===== src/rtl/riscv_alu_arb_if.sv =====
// Request/response bundle between NREQ requesters and the shared-ALU arbiter.
// Lane k of each vector belongs to requester k.
interface riscv_alu_arb_if #(
  parameter int NREQ = 2,
  parameter int XLEN = 32
);
  logic [NREQ-1:0]      i_req_valid;
  logic [NREQ-1:0]      o_req_ready;
  logic [NREQ*XLEN-1:0] i_req_a;
  logic [NREQ*XLEN-1:0] i_req_b;
  logic [NREQ*5-1:0]    i_req_ctrl;
  logic [NREQ-1:0]      o_rsp_valid;
  logic [NREQ-1:0]      i_rsp_ready;
  logic [XLEN-1:0]      o_rsp_result;
  logic                 o_rsp_zero;
  logic                 o_busy;

  modport slave (
    input  i_req_valid, i_req_a, i_req_b, i_req_ctrl, i_rsp_ready,
    output o_req_ready, o_rsp_valid, o_rsp_result, o_rsp_zero, o_busy
  );

  modport master (
    output i_req_valid, i_req_a, i_req_b, i_req_ctrl, i_rsp_ready,
    input  o_req_ready, o_rsp_valid, o_rsp_result, o_rsp_zero, o_busy
  );
endinterface


===== src/rtl/riscv_alu_arb.sv =====
// Round-robin arbiter sharing one ALU among NREQ requesters: accept, execute
// from captured operands, then hold a registered result until consumed.
`ifndef XLEN
`define XLEN 32
`endif

`ifndef ALU_CTRL_ADD
`define ALU_CTRL_ADD  5'b00000
`define ALU_CTRL_SLL  5'b00001
`define ALU_CTRL_SLT  5'b00010
`define ALU_CTRL_SLTU 5'b00011
`define ALU_CTRL_XOR  5'b00100
`define ALU_CTRL_SRL  5'b00101
`define ALU_CTRL_OR   5'b00110
`define ALU_CTRL_AND  5'b00111
`define ALU_CTRL_SUB  5'b01000
`define ALU_CTRL_SRA  5'b01101
`define ALU_CTRL_LUI  5'b10000
`endif

module riscv_alu_arb #(
  parameter int NREQ = 2
) (
  input logic           i_clk,
  input logic           i_rstn,
  riscv_alu_arb_if.slave bus
);
  localparam int          XLEN = `XLEN;
  localparam int          IDXW = (NREQ > 1) ? $clog2(NREQ) : 1;
  localparam int unsigned NR   = NREQ;

  typedef enum logic [1:0] {IDLE, EXEC, RESP} state_t;

  state_t          state;
  logic [IDXW-1:0] rr_ptr;
  logic [IDXW-1:0] grant_q;
  logic [IDXW-1:0] grant_idx;
  logic [IDXW-1:0] cand;
  logic            grant_hit;
  logic [NREQ-1:0] ready;
  logic [NREQ-1:0] rsp_valid_q;
  logic [XLEN-1:0] a_q;
  logic [XLEN-1:0] b_q;
  logic [4:0]      ctrl_q;
  logic [4:0]      shamt;
  logic [XLEN-1:0] alu_result;
  logic            alu_zero;
  logic [XLEN-1:0] result_q;
  logic            zero_q;
  int unsigned     k;

  // Search upward from rr_ptr with wrap; ready is forced low while in reset.
  always_comb begin
    grant_hit = 1'b0;
    grant_idx = '0;
    cand      = '0;
    k         = 0;
    ready     = '0;
    if (state == IDLE && i_rstn) begin
      for (int unsigned i = 0; i < NR; i++) begin
        k = 32'(rr_ptr) + i;
        if (k >= NR) k = k - NR;
        cand = IDXW'(k);
        if (!grant_hit && bus.i_req_valid[cand]) begin
          grant_hit = 1'b1;
          grant_idx = cand;
        end
      end
      if (grant_hit) ready[grant_idx] = 1'b1;
    end
  end

  // ALU datapath, fed only from the captured operand registers.
  always_comb begin
    shamt      = b_q[4:0];
    alu_result = '0;
    case (ctrl_q)
      `ALU_CTRL_ADD:  alu_result = a_q + b_q;
      `ALU_CTRL_SUB:  alu_result = a_q - b_q;
      `ALU_CTRL_SLL:  alu_result = a_q << shamt;
      `ALU_CTRL_SRL:  alu_result = a_q >> shamt;
      `ALU_CTRL_SRA:  alu_result = $signed(a_q) >>> shamt;
      `ALU_CTRL_SLT:  alu_result[0] = $signed(a_q) < $signed(b_q);
      `ALU_CTRL_SLTU: alu_result[0] = a_q < b_q;
      `ALU_CTRL_XOR:  alu_result = a_q ^ b_q;
      `ALU_CTRL_OR:   alu_result = a_q | b_q;
      `ALU_CTRL_AND:  alu_result = a_q & b_q;
      `ALU_CTRL_LUI:  alu_result = b_q;
      default:        alu_result = '0;
    endcase
    alu_zero = (alu_result == '0);
  end

  always_ff @(posedge i_clk or negedge i_rstn) begin
    if (!i_rstn) begin
      state       <= IDLE;
      rr_ptr      <= '0;
      grant_q     <= '0;
      a_q         <= '0;
      b_q         <= '0;
      ctrl_q      <= '0;
      result_q    <= '0;
      zero_q      <= 1'b0;
      rsp_valid_q <= '0;
    end else begin
      case (state)
        IDLE: begin
          if (grant_hit) begin
            grant_q <= grant_idx;
            a_q     <= bus.i_req_a[grant_idx*XLEN +: XLEN];
            b_q     <= bus.i_req_b[grant_idx*XLEN +: XLEN];
            ctrl_q  <= bus.i_req_ctrl[grant_idx*5 +: 5];
            state   <= EXEC;
          end
        end
        EXEC: begin
          result_q    <= alu_result;
          zero_q      <= alu_zero;
          rsp_valid_q <= NREQ'(1) << grant_q;
          state       <= RESP;
        end
        RESP: begin
          if (bus.i_rsp_ready[grant_q]) begin
            rsp_valid_q <= '0;
            rr_ptr      <= (32'(grant_q) == NR - 1) ? '0 : grant_q + 1'b1;
            state       <= IDLE;
          end
        end
        default: state <= IDLE;
      endcase
    end
  end

  assign bus.o_req_ready  = ready;
  assign bus.o_rsp_valid  = rsp_valid_q;
  assign bus.o_rsp_result = result_q;
  assign bus.o_rsp_zero   = zero_q;
  assign bus.o_busy       = (state != IDLE);
endmodule


===== src/flat_wrapper.sv =====
// flat-port wrapper written by rule: the top's interface ports become plain ports
module riscv_alu_arb_flat 
#(
  parameter int NREQ = 2
)
  (i_clk, i_rstn, bus_i_req_valid, bus_i_req_a, bus_i_req_b, bus_i_req_ctrl, bus_i_rsp_ready, bus_o_req_ready, bus_o_rsp_valid, bus_o_rsp_result, bus_o_rsp_zero, bus_o_busy);
  riscv_alu_arb_if #(.NREQ(NREQ), .XLEN(32)) bus_i ();
  input logic i_clk;
  input logic i_rstn;
  input wire logic [$bits(bus_i.i_req_valid)-1:0] bus_i_req_valid;
  input wire logic [$bits(bus_i.i_req_a)-1:0] bus_i_req_a;
  input wire logic [$bits(bus_i.i_req_b)-1:0] bus_i_req_b;
  input wire logic [$bits(bus_i.i_req_ctrl)-1:0] bus_i_req_ctrl;
  input wire logic [$bits(bus_i.i_rsp_ready)-1:0] bus_i_rsp_ready;
  output wire logic [$bits(bus_i.o_req_ready)-1:0] bus_o_req_ready;
  output wire logic [$bits(bus_i.o_rsp_valid)-1:0] bus_o_rsp_valid;
  output wire logic [$bits(bus_i.o_rsp_result)-1:0] bus_o_rsp_result;
  output wire logic [$bits(bus_i.o_rsp_zero)-1:0] bus_o_rsp_zero;
  output wire logic [$bits(bus_i.o_busy)-1:0] bus_o_busy;
  assign bus_i.i_req_valid = bus_i_req_valid;
  assign bus_i.i_req_a = bus_i_req_a;
  assign bus_i.i_req_b = bus_i_req_b;
  assign bus_i.i_req_ctrl = bus_i_req_ctrl;
  assign bus_i.i_rsp_ready = bus_i_rsp_ready;
  assign bus_o_req_ready = bus_i.o_req_ready;
  assign bus_o_rsp_valid = bus_i.o_rsp_valid;
  assign bus_o_rsp_result = bus_i.o_rsp_result;
  assign bus_o_rsp_zero = bus_i.o_rsp_zero;
  assign bus_o_busy = bus_i.o_busy;
  riscv_alu_arb #(.NREQ(NREQ)) u_core (.i_clk(i_clk), .i_rstn(i_rstn), .bus(bus_i));
endmodule

===== config.mk =====
export PLATFORM = sky130hd
export DESIGN_NAME = riscv_alu_arb_flat
export DESIGN_NICKNAME = d
export VERILOG_FILES = /design/src/rtl/riscv_alu_arb_if.sv /design/src/rtl/riscv_alu_arb.sv /design/src/flat_wrapper.sv
export SDC_FILE = /design/constraint.sdc
export NUM_CORES = 1
export LEC_CHECK = 0
export CELL_PAD_IN_SITES_DETAIL_PLACEMENT = 1
export CELL_PAD_IN_SITES_GLOBAL_PLACEMENT = 1
export CORE_ASPECT_RATIO = 0.5
export CORE_UTILIZATION = 38
export DETAILED_ROUTE_END_ITERATION = 10
export GPL_TIMING_DRIVEN = 0
export PLACE_DENSITY_LB_ADDON = 0.3
export SLEW_MARGIN = 10
export SYNTH_ARGS = -nofsm -noshare
export SYNTH_HDL_FRONTEND = slang
export SYNTH_SLANG_ARGS = --single-unit

===== constraint.sdc =====
create_clock -name i_clk -period 3.98 [get_ports i_clk]
set_input_delay 0.796 -clock i_clk [delete_from_list [all_inputs] [get_ports i_clk]]
set_output_delay 0.796 -clock i_clk [all_outputs]
set_load 0.01 [all_outputs]

==> results.yml, run 1 <==
yosys:
  yosysWarnings: 0
  synthDistinctLibCells: 91
  synthCells: 1775
  synth_edf_count: 0
  synth_top_area_cell: "dfrtp_1"
  synth.area.mux_share: 0.1065
  synth_compound_area_frac: 0.3375
  ys_seq_area_frac: 0.1991
  synthArstFlopShare: 1.000
  syn_area_um2: 13570
  synth_top_family_by_area: "compound AO/OA/AOI/OAI gates"
  synth-simple-area-share: 0.1761
  synth_top_cell_area_share: 0.1991
  synthTopCellsByArea: "dfrtp_1 20%, ha_1 8.9%, o21ai_0 6.8%, mux2i_1 5.3%, o221ai_1 5.0%"
  synth_xor_area_frac: 0.01290
  synth_ff_type: "dfrtp_1"
  ys_ff_latch: 108
  synthAdderAreaFrac: 0.09236
  syn_nets: 2018
  synth.avg_cell_area_um2: 7.647
critical_path:
  slowest_stage: "nor2_1"
  timing.reg2reg.setup_slack_ns: -0.37
  path_common_cell: "buf_2"
  cp_cell_sequence: "buf_2 > nor2_1 > and3_4 > buf_2 > buf_2 > nand2_1 > o211ai_1 > a2111oi_4 > o211ai_1 > nor2_1 > o211a_1 > a41o_1"
  cp_max_fo: 10
  crit_required_ns: 4.28
  worstPathArrival_ns: 4.65
  end_kind: "flop"
  cpPeakStageDelay_ns: 0.58
  timing_worst_setup_path_type: "flop to flop"
  startpoint_type: "flop"
clocking:
  path_clk_slew_ns: 0.09
  clockBufferDepth: 2
  cts_tree: "done"
  cts_buffers: 9
  clkLatencyLatePin_ns: 0.42
  clock_sinks: 108
  h-tree-depth: 3
  cts.root.buffer_cell: "clkbuf_16"
timing:
  min_period_over_period: 1.093
  fin_hold_ws_ns: 0.3006
  setup_violations: 7
  max_freq_mhz: 229.8
  final_max_slew_viol_count: 0
  fin_skew_ns: 0.02267
  period_needed_ns: 4.351
  rsz0062_at_grt: "true"
  fin_tns_setup_ns: -0.9093
  slew_headroom: 0.09887
  timing.final.ws_setup_ns: -0.3711
  tightest_slew_ns: 1.341
  final_hold_viol_count: 0
floorplanning:
  initial_core_util: 0.3897
  core_area_um2: 34830
  die_area_um2: 36530
  die_h_um: 135.6
  ios: 182
  die_w_um: 269.3
  fp-row-count: 48
place:
  numPortBuffers: 181
  placed_area_um2: 16120
  dp_hpwl_mm: 71.64
  place_congestion: 1.102
cells_and_area:
  fillers: 4204
  regArea_um2: 2726
  design_area_um2: 18230
  fin_util: 0.5235
  multi_input_area_um2: 10870
  final_common_cell: "clkdlybuf4s50_1"
  nNetsFinal: 2274
  final_layout_size_suffix_gt1_frac: 0.1896
  layout_common_cells: "180 x clkdlybuf4s50_1, 175 x o21ai_0, 170 x nand2_1"
  area_growth_pct: 34.33
global_routing:
  grt_use_total: 0.5024
  antenna_found_initial: 5
  grt_pass1_vias: 17470
  grt_pass1_wl_mm: 129.9
  grt_overflow: 0
  grt_max_degree: 43
routing:
  routed-wl-met3_mm: 15.84
  antenna_left: 0
  avgViaCountPerCell: 7.271
  wl_met1_mm: 38.64
  routedWlPerCell_um: 37.75
  drc_errors: 0
  highest_layer: "met5"
  routed_wl_mm: 94.87
  drt_iter0_drc: 2889
  dr_wl_met2_mm: 35.91
  via_count: 18270
  detail_route.first_pass.iterations: 10
run:
  cap_viol_max_count: 0
run_status:
  status: "finished with violations"
  violations: "negative setup slack"
hold_path:
  hp-class: "primary input to async pin"
==> worst paths after layout <==
kind / from / to / cells past startpoint
worst max-delay path: u_core.ctrl_q[0] / u_core.bus.o_rsp_zero / 12
worst min-delay path: i_rstn / u_core.b_q[11] / 1
worst max register to register: u_core.ctrl_q[0] / u_core.bus.o_rsp_zero / 12
worst min register to register: u_core.bus.o_rsp_result[12] / u_core.bus.o_rsp_result[12] / 2
max in group asynchronous: i_rstn / u_core.a_q[15] / 2
min in group i_clk: u_core.bus.o_rsp_result[12] / u_core.bus.o_rsp_result[12] / 2
==> flip-flops by register name (all words and copies together), names as in the netlist <==
| register | cells |
|---|---|
| u_core.grant_q | 1 |
| u_core.bus.o_rsp_zero | 1 |
| u_core.b_q | 32 |
| u_core.ctrl_q | 5 |
| u_core.bus.o_rsp_result | 32 |
| u_core.state | 2 |
| u_core.a_q | 32 |
| u_core.rr_ptr | 1 |
| u_core.bus.o_rsp_valid | 2 |
==> synth_stat cells, types with 13 or more instances <==
| cell | n |
|---|---|
| buf_1 | 13 |
| nor2_1 | 127 |
| inv_1 | 102 |
| o22ai_1 | 33 |
| a211oi_1 | 23 |
| buf_2 | 26 |
| ha_1 | 97 |
| nand2_1 | 173 |
| nand2b_1 | 20 |
| nand4_1 | 17 |
| nor4_1 | 18 |
| a22oi_1 | 21 |
| o211ai_1 | 30 |
| o221ai_1 | 77 |
| xnor2_1 | 18 |
| a221oi_1 | 26 |
| dfrtp_1 | 108 |
| a31oi_1 | 19 |
| nand3_1 | 30 |
| mux4_2 | 17 |
| o21ai_0 | 185 |
| mux2_2 | 27 |
| a21oi_1 | 113 |
| nor3_1 | 41 |
| clkbuf_1 | 99 |
| mux2i_1 | 72 |
| nor2b_1 | 14 |
==> layout make-up <==
type / count / share of cell area
tap: 475 / 0.03259
sequential: 108 / 0.1495
timing repair buffer: 261 / 0.1383
buffer: 131 / 0.04453
antenna: 2 / 0.0002745
clock buffer: 10 / 0.01256
clock inverter: 6 / 0.004529
inverter: 102 / 0.02162
multi-input combinational: 1418 / 0.5960
==> logic make-up after synthesis <==
group	after synthesis
AOI/OAI and AO/OA	678
xor gates and xnor gates	20
adders and majority gates	99
buffers and inverters	249
DFF	108
muxes	118
and+or+nand+nor	503
==> metal layers <==
metal / vias to the layer above / GRT usage
li1: 7256 / -
met1: 9143 / 0.6587
met2: 1538 / 0.6629
met3: 326 / 0.2827
met4: 10 / 0.2083
met5: - / 0
==> metrics by stage <==
| stage | cells | setup WS [ns] |
|---|---|---|
| final | 2513 | -0.3711 |
| after global routing | 2511 | -0.3044 |
| after CTS | 2488 | -0.2164 |
| after detailed placement | 2437 | -2.218 |
| after global placement | 2431 | -4.906 |
| after floorplan | 1775 | 0.002092 |
==> timing repair <==
action | in CTS | in global routing
setup endpoints to repair | 83 | 12
pin swaps | 34 | 41
hold buffers | 0 | 0
setup buffers | 43 | 31
gates resized for setup | 202 | 116
gates cloned | 1 | 0
==> critical path: cells and delay by family (launching register included) <==
kind | cells | cell delay [ns]
flops | 1 | 0.43
compound gates | 5 | 1.13
simple gates | 4 | 1.38
buf+inv | 3 | 1.25
Power of run 1 is not shown: default switching activity piles up to over one toggle a cycle in this logic, so the estimate is an artifact.
==> inputs of run 2 (changes only) <==
--- a/config.mk
+++ b/config.mk
@@ -9,6 +9,7 @@
 export CELL_PAD_IN_SITES_GLOBAL_PLACEMENT = 1
 export CORE_ASPECT_RATIO = 0.5
 export CORE_UTILIZATION = 38
+export CTS_CLUSTER_SIZE = 20
 export DETAILED_ROUTE_END_ITERATION = 10
 export GPL_TIMING_DRIVEN = 0
 export PLACE_DENSITY_LB_ADDON = 0.3
==> results of run 2 <==
Same layout as run 1: the final DEF is identical, and so are final timing and power.
Power of run 2 is left out for the same reason.
==> RTL change 1, RTL diff (flow settings as in run 2) <==
`NREQ` is set to 2 in 3 places; all go to 1.
--- a/src/rtl/riscv_alu_arb_if.sv
+++ b/src/rtl/riscv_alu_arb_if.sv
@@ -3,3 +3,3 @@
 interface riscv_alu_arb_if #(
-  parameter int NREQ = 2,
+  parameter int NREQ = 1,
   parameter int XLEN = 32
--- a/src/rtl/riscv_alu_arb.sv
+++ b/src/rtl/riscv_alu_arb.sv
@@ -21,3 +21,3 @@
 module riscv_alu_arb #(
-  parameter int NREQ = 2
+  parameter int NREQ = 1
 ) (
--- a/src/flat_wrapper.sv
+++ b/src/flat_wrapper.sv
@@ -3,3 +3,3 @@
 #(
-  parameter int NREQ = 2
+  parameter int NREQ = 1
 )
Ports: changed (7 resized); port bits go from 182 to 109. No check against the original RTL was run, so the function may have changed too.
==> RTL change 1 against run 2 <==
  * Wire length is 9.3% lower
  * Synthesized area shrank 1.5%
  * Sequential share of layout area increased by 0.99 points
  * Cell area decreased by 9.0%
  * Sequential cell count decreased by 3
  * Worst hold slack better by 0.00064 ns
  * The run still ends with negative setup slack left
  * Worst setup slack worse by 0.087 ns
==> RTL change 1: results (changes against run 2) <==
status=finished, violations left (unchanged); failing checks=negative setup slack (unchanged); largest net degree at the start of global routing=42 (was 43); Area Growth Syn to Fin=24.1% (was 34.3%); number of vias per cell=7.01 (was 7.27); first-pass GRT wire length=121 mm (was 130 mm); Slowest-stage cell, CP=nor3b_2 (was nor2_1); VDD IR-drop max=around 0.35 mV; fraction of layout cells with a size suffix above 1=0.166 (was 0.190); Synth Net Count=1,949 (was 2,018); Residual DRC=0 (unchanged); port bufs=108 (was 181); most frequent cells after synthesis=nand2_1 (228), o21ai_0 (190), nor2_1 (134) (was o21ai_0 (185), nand2_1 (173), nor2_1 (127)); worst min path class=input pin to async pin (unchanged); Placer Congestion=1.11 (was 1.10); dpl hpwl=68.4 mm (was 71.6 mm); DRT Pass-1 Iters=7 (was 10); TritonCTS Buffers=9 (unchanged); FFs w/ async S/R, synth=1.00 (unchanged); vias in the first global route=16,500 (was 17,500); slew at the pin closest to its max-slew limit=1.15 ns (was 1.34 ns); net total in the final layout=2,096 (was 2,274); Pleak=6.62 nW; Clock Skews=0.0163 ns (was 0.0227 ns); worst setup margin=-0.458 ns (was -0.371 ns); Clock Latency Late Sink=0.41 ns; critical path arrival=4.72 ns (was 4.65 ns); CTS max path bufs=2 (unchanged); clk root buf=clkbuf_16 (unchanged); final setup vio count=5 (was 7); slowest stage delay, CP=0.92 ns (was 0.58 ns); CTS clock-pin slew for the worst setup and hold paths=0.09 ns (about the same); initial antenna violation count=5 (unchanged); Synth cell types=88 (was 91); ranking of synthesized cells by area=dfrtp_1 (20%), ha_1 (9.1%), o21ai_0 (7.1%) (was dfrtp_1 (20%), ha_1 (8.9%), o21ai_0 (6.8%)); DP Worst Slack=-2.45 ns (was -2.22 ns); sequential share of the synthesized area=0.197 (was 0.199); GRT Overall Usage=0.476 (was 0.502); WL final=86.1 mm (was 94.9 mm); synth warn=0 (unchanged); most used flip-flop cell after synthesis=dfrtp_1 (unchanged); worst-path fanout max=10 (unchanged); H-tree levels=3 (unchanged); Initial DRC Count=2,658 (was 2,889)
RTL change 1: cell types whose count changed after synthesis, moves of 12 or more:
cell,change
a211oi_1,+14
a21oi_1,+17
mux4_2,+13
nand2_1,+55
nand3_1,+12
o221ai_1,-67
o22ai_1,-13
RTL change 1: path summary, 6_finish.rpt:
path	slack (ns)	end	startpoint	cells past startpoint
max	-0.46	u_core.bus.o_rsp_zero	u_core.ctrl_q[4]	11
min	0.30	u_core.b_q[26]	i_rstn	1
max reg2reg	-0.46	u_core.bus.o_rsp_zero	u_core.ctrl_q[4]	11
min reg2reg	0.48	u_core.bus.o_rsp_result[10]	u_core.bus.o_rsp_result[10]	2
max in group asynchronous	2.94	u_core.bus.o_rsp_result[5]	i_rstn	2
min in group i_clk	0.48	u_core.bus.o_rsp_result[10]	u_core.bus.o_rsp_result[10]	2
RTL change 1: cell families after synthesis:
| logic type | synth area share |
|---|---|
| AO/OA/AOI/OAI | 0.306 |
| buffers and inverters | 0.0733 |
| multiplexers | 0.127 |
| flip-flops | 0.197 |
| XOR/XNOR | 0.00721 |
| adder cells (fa/ha/maj) | 0.0938 |
| AND/OR/NAND/NOR | 0.195 |
RTL change 1: cell type report:
type                    count  area [µm²]
flip-flops and latches    105        2650
repair buffers            141        1380
clock buffers              10         229
clock inverters             6        73.8
multi-input cells        1434       10500
plain buffers             129         768
fillers                  4184       17900
well taps                 475         594
diodes                      1        2.50
inverters                 104         409
RTL change 1: worst max-delay path: cells and delay by family, from the launching register on:
family	cells	cell delay, ns
simple gates	7	2.51
buf+inv	1	0.37
flops	1	0.49
compound gates	3	0.92
RTL change 1: routing by layer:
layer | routed length, µm | share of wire | track usage
met1 | 38000 | 0.44 | 0.692
met4 | 2800 | 0.032 | 0.149
met5 | 0 | 0 | 0
met3 | 13000 | 0.15 | 0.195
met2 | 32400 | 0.38 | 0.625
RTL change 1: power by group:
part | switching, mW | leakage, nW | internal (mW)
Clock | 0.546 | 0.141 | 0.499
Combinational | 6.05 | 5.18 | 3.11
Sequential | 0.541 | 1.30 | 1.39
Total | 7.14 | 6.62 | 5.00
RTL change 1: stage by stage:
stage / instances / setup TNS [ns] / cell area (µm²)
after floorplan: 1777 / 0 / 13400
after global placement: 2360 / -579.18 / 15100
after detailed placement: 2361 / -52.52 / 15100
after CTS: 2395 / -0.118 / 16300
after global routing: 2404 / -0.944 / 16600
final: 2405 / -0.965 / 16600
RTL change 1: repair_timing:
item	4_1_cts	5_1_grt
setup buffers	20	11
gates resized for setup	207	65
pin swaps	33	29
gates cloned	1	0
setup endpoints to repair	59	10
==> RTL change 2, RTL diff (flow settings as in run 2) <==
Made on the original files. Re-encode `state_t` (3 states) as one-hot, 3 bits wide.
--- a/src/rtl/riscv_alu_arb.sv
+++ b/src/rtl/riscv_alu_arb.sv
@@ -31,3 +31,3 @@
 
-  typedef enum logic [1:0] {IDLE, EXEC, RESP} state_t;
+  typedef enum logic [2:0] {IDLE = 3'b001, EXEC = 3'b010, RESP = 3'b100} state_t;
 
Formal check against the unedited RTL: no difference found for any inputs over 4 cycles, from zero or initial values and one cycle with i_rstn low; so few cycles prove little.
==> RTL change 2 against run 2 <==
  * The flow still finishes with violations (negative setup slack)
  * Cell area is 0.69% lower
  * Sequential cell count is 1 higher
  * Synthesized area is 1.5% higher
  * Highest routed layer unchanged
  * Critical path type unchanged
  * Fmax is 2.8% higher
  * Worst setup slack better by 0.12 ns
  * Wire length is 3.9% lower
Power is not shown: default switching activity piles up to over one toggle a cycle in this logic, so the estimate is an artifact.
==> RTL change 2: results (changes against run 2) <==
DP Worst Slack=-1.78 ns (was -2.22 ns); Synth Net Count=2,023 (was 2,018); slowest stage delay, CP=0.51 ns (was 0.58 ns); largest net degree at the start of global routing=39 (was 43); first-pass GRT wire length=126 mm (was 130 mm); adder-cell area share of the yosys netlist=0.0910 (was 0.0924); worst setup margin=-0.254 ns (was -0.371 ns); Placer Congestion=1.06 (was 1.10); final setup vio count=1 (was 7); met3 usage=0.265 (was 0.283); failing checks=negative setup slack (unchanged); vias in the first global route=16,900 (was 17,500); mux share of post-synthesis cell area=0.115 (was 0.106); hold slack=0.223 ns (was 0.301 ns); Met3 Wirelength=16.0 mm (was 15.8 mm); GRT Overall Usage=0.481 (was 0.502); status=finished, violations left (unchanged); XOR/XNOR Fraction of Synth Area=0.00572 (was 0.0129); Initial DRC Count=2,669 (was 2,889); Layout Cells excl Fill=2,519 (was 2,513); Placed Instances=2,440 (was 2,437); Post-Syn Area per Cell=7.74 µm² (was 7.65 µm²); met2 global-route usage=0.638 (was 0.663); FF-to-FF Start=u_core.b_q[1] (was u_core.ctrl_q[0]); Clock Skews=0.0244 ns (was 0.0227 ns); Slowest-stage cell, CP=a2111oi_1 (was nor2_1); Synth Area in Compound Gates=0.338 (was 0.337)
## RTL change 2: changes by cell type in the layout (fill, tap and decap cells not counted), moves of 6 or more
cell        change
nand2_1        +26
nand3_1        +15
mux2i_1        -14
inv_1          -13
mux4_2         +13
o21ai_0        -13
buf_2          +11
o22ai_1        -11
clkinvlp_4      +8
xnor2_1         -8
buf_6           -7
ha_1            +7
a22o_1          -6
dfrtp_1         -6
## RTL change 2: cells by family after synthesis
family          Yosys count
mux                     116
buf+inv                 246
xor+xnor                  9
simple gates            525
fa+ha+maj                99
compound gates          676
flops                   109
## RTL change 2: final cells by class
type | count | area share
antenna | 3 | 0.000415
buffer | 143 | 0.0450
clock buffer | 10 | 0.0132
clock inverter | 6 | 0.00290
inverter | 98 | 0.0232
multi-input combinational | 1425 | 0.594
sequential | 109 | 0.153
tap | 475 | 0.0328
timing repair buffer | 250 | 0.135
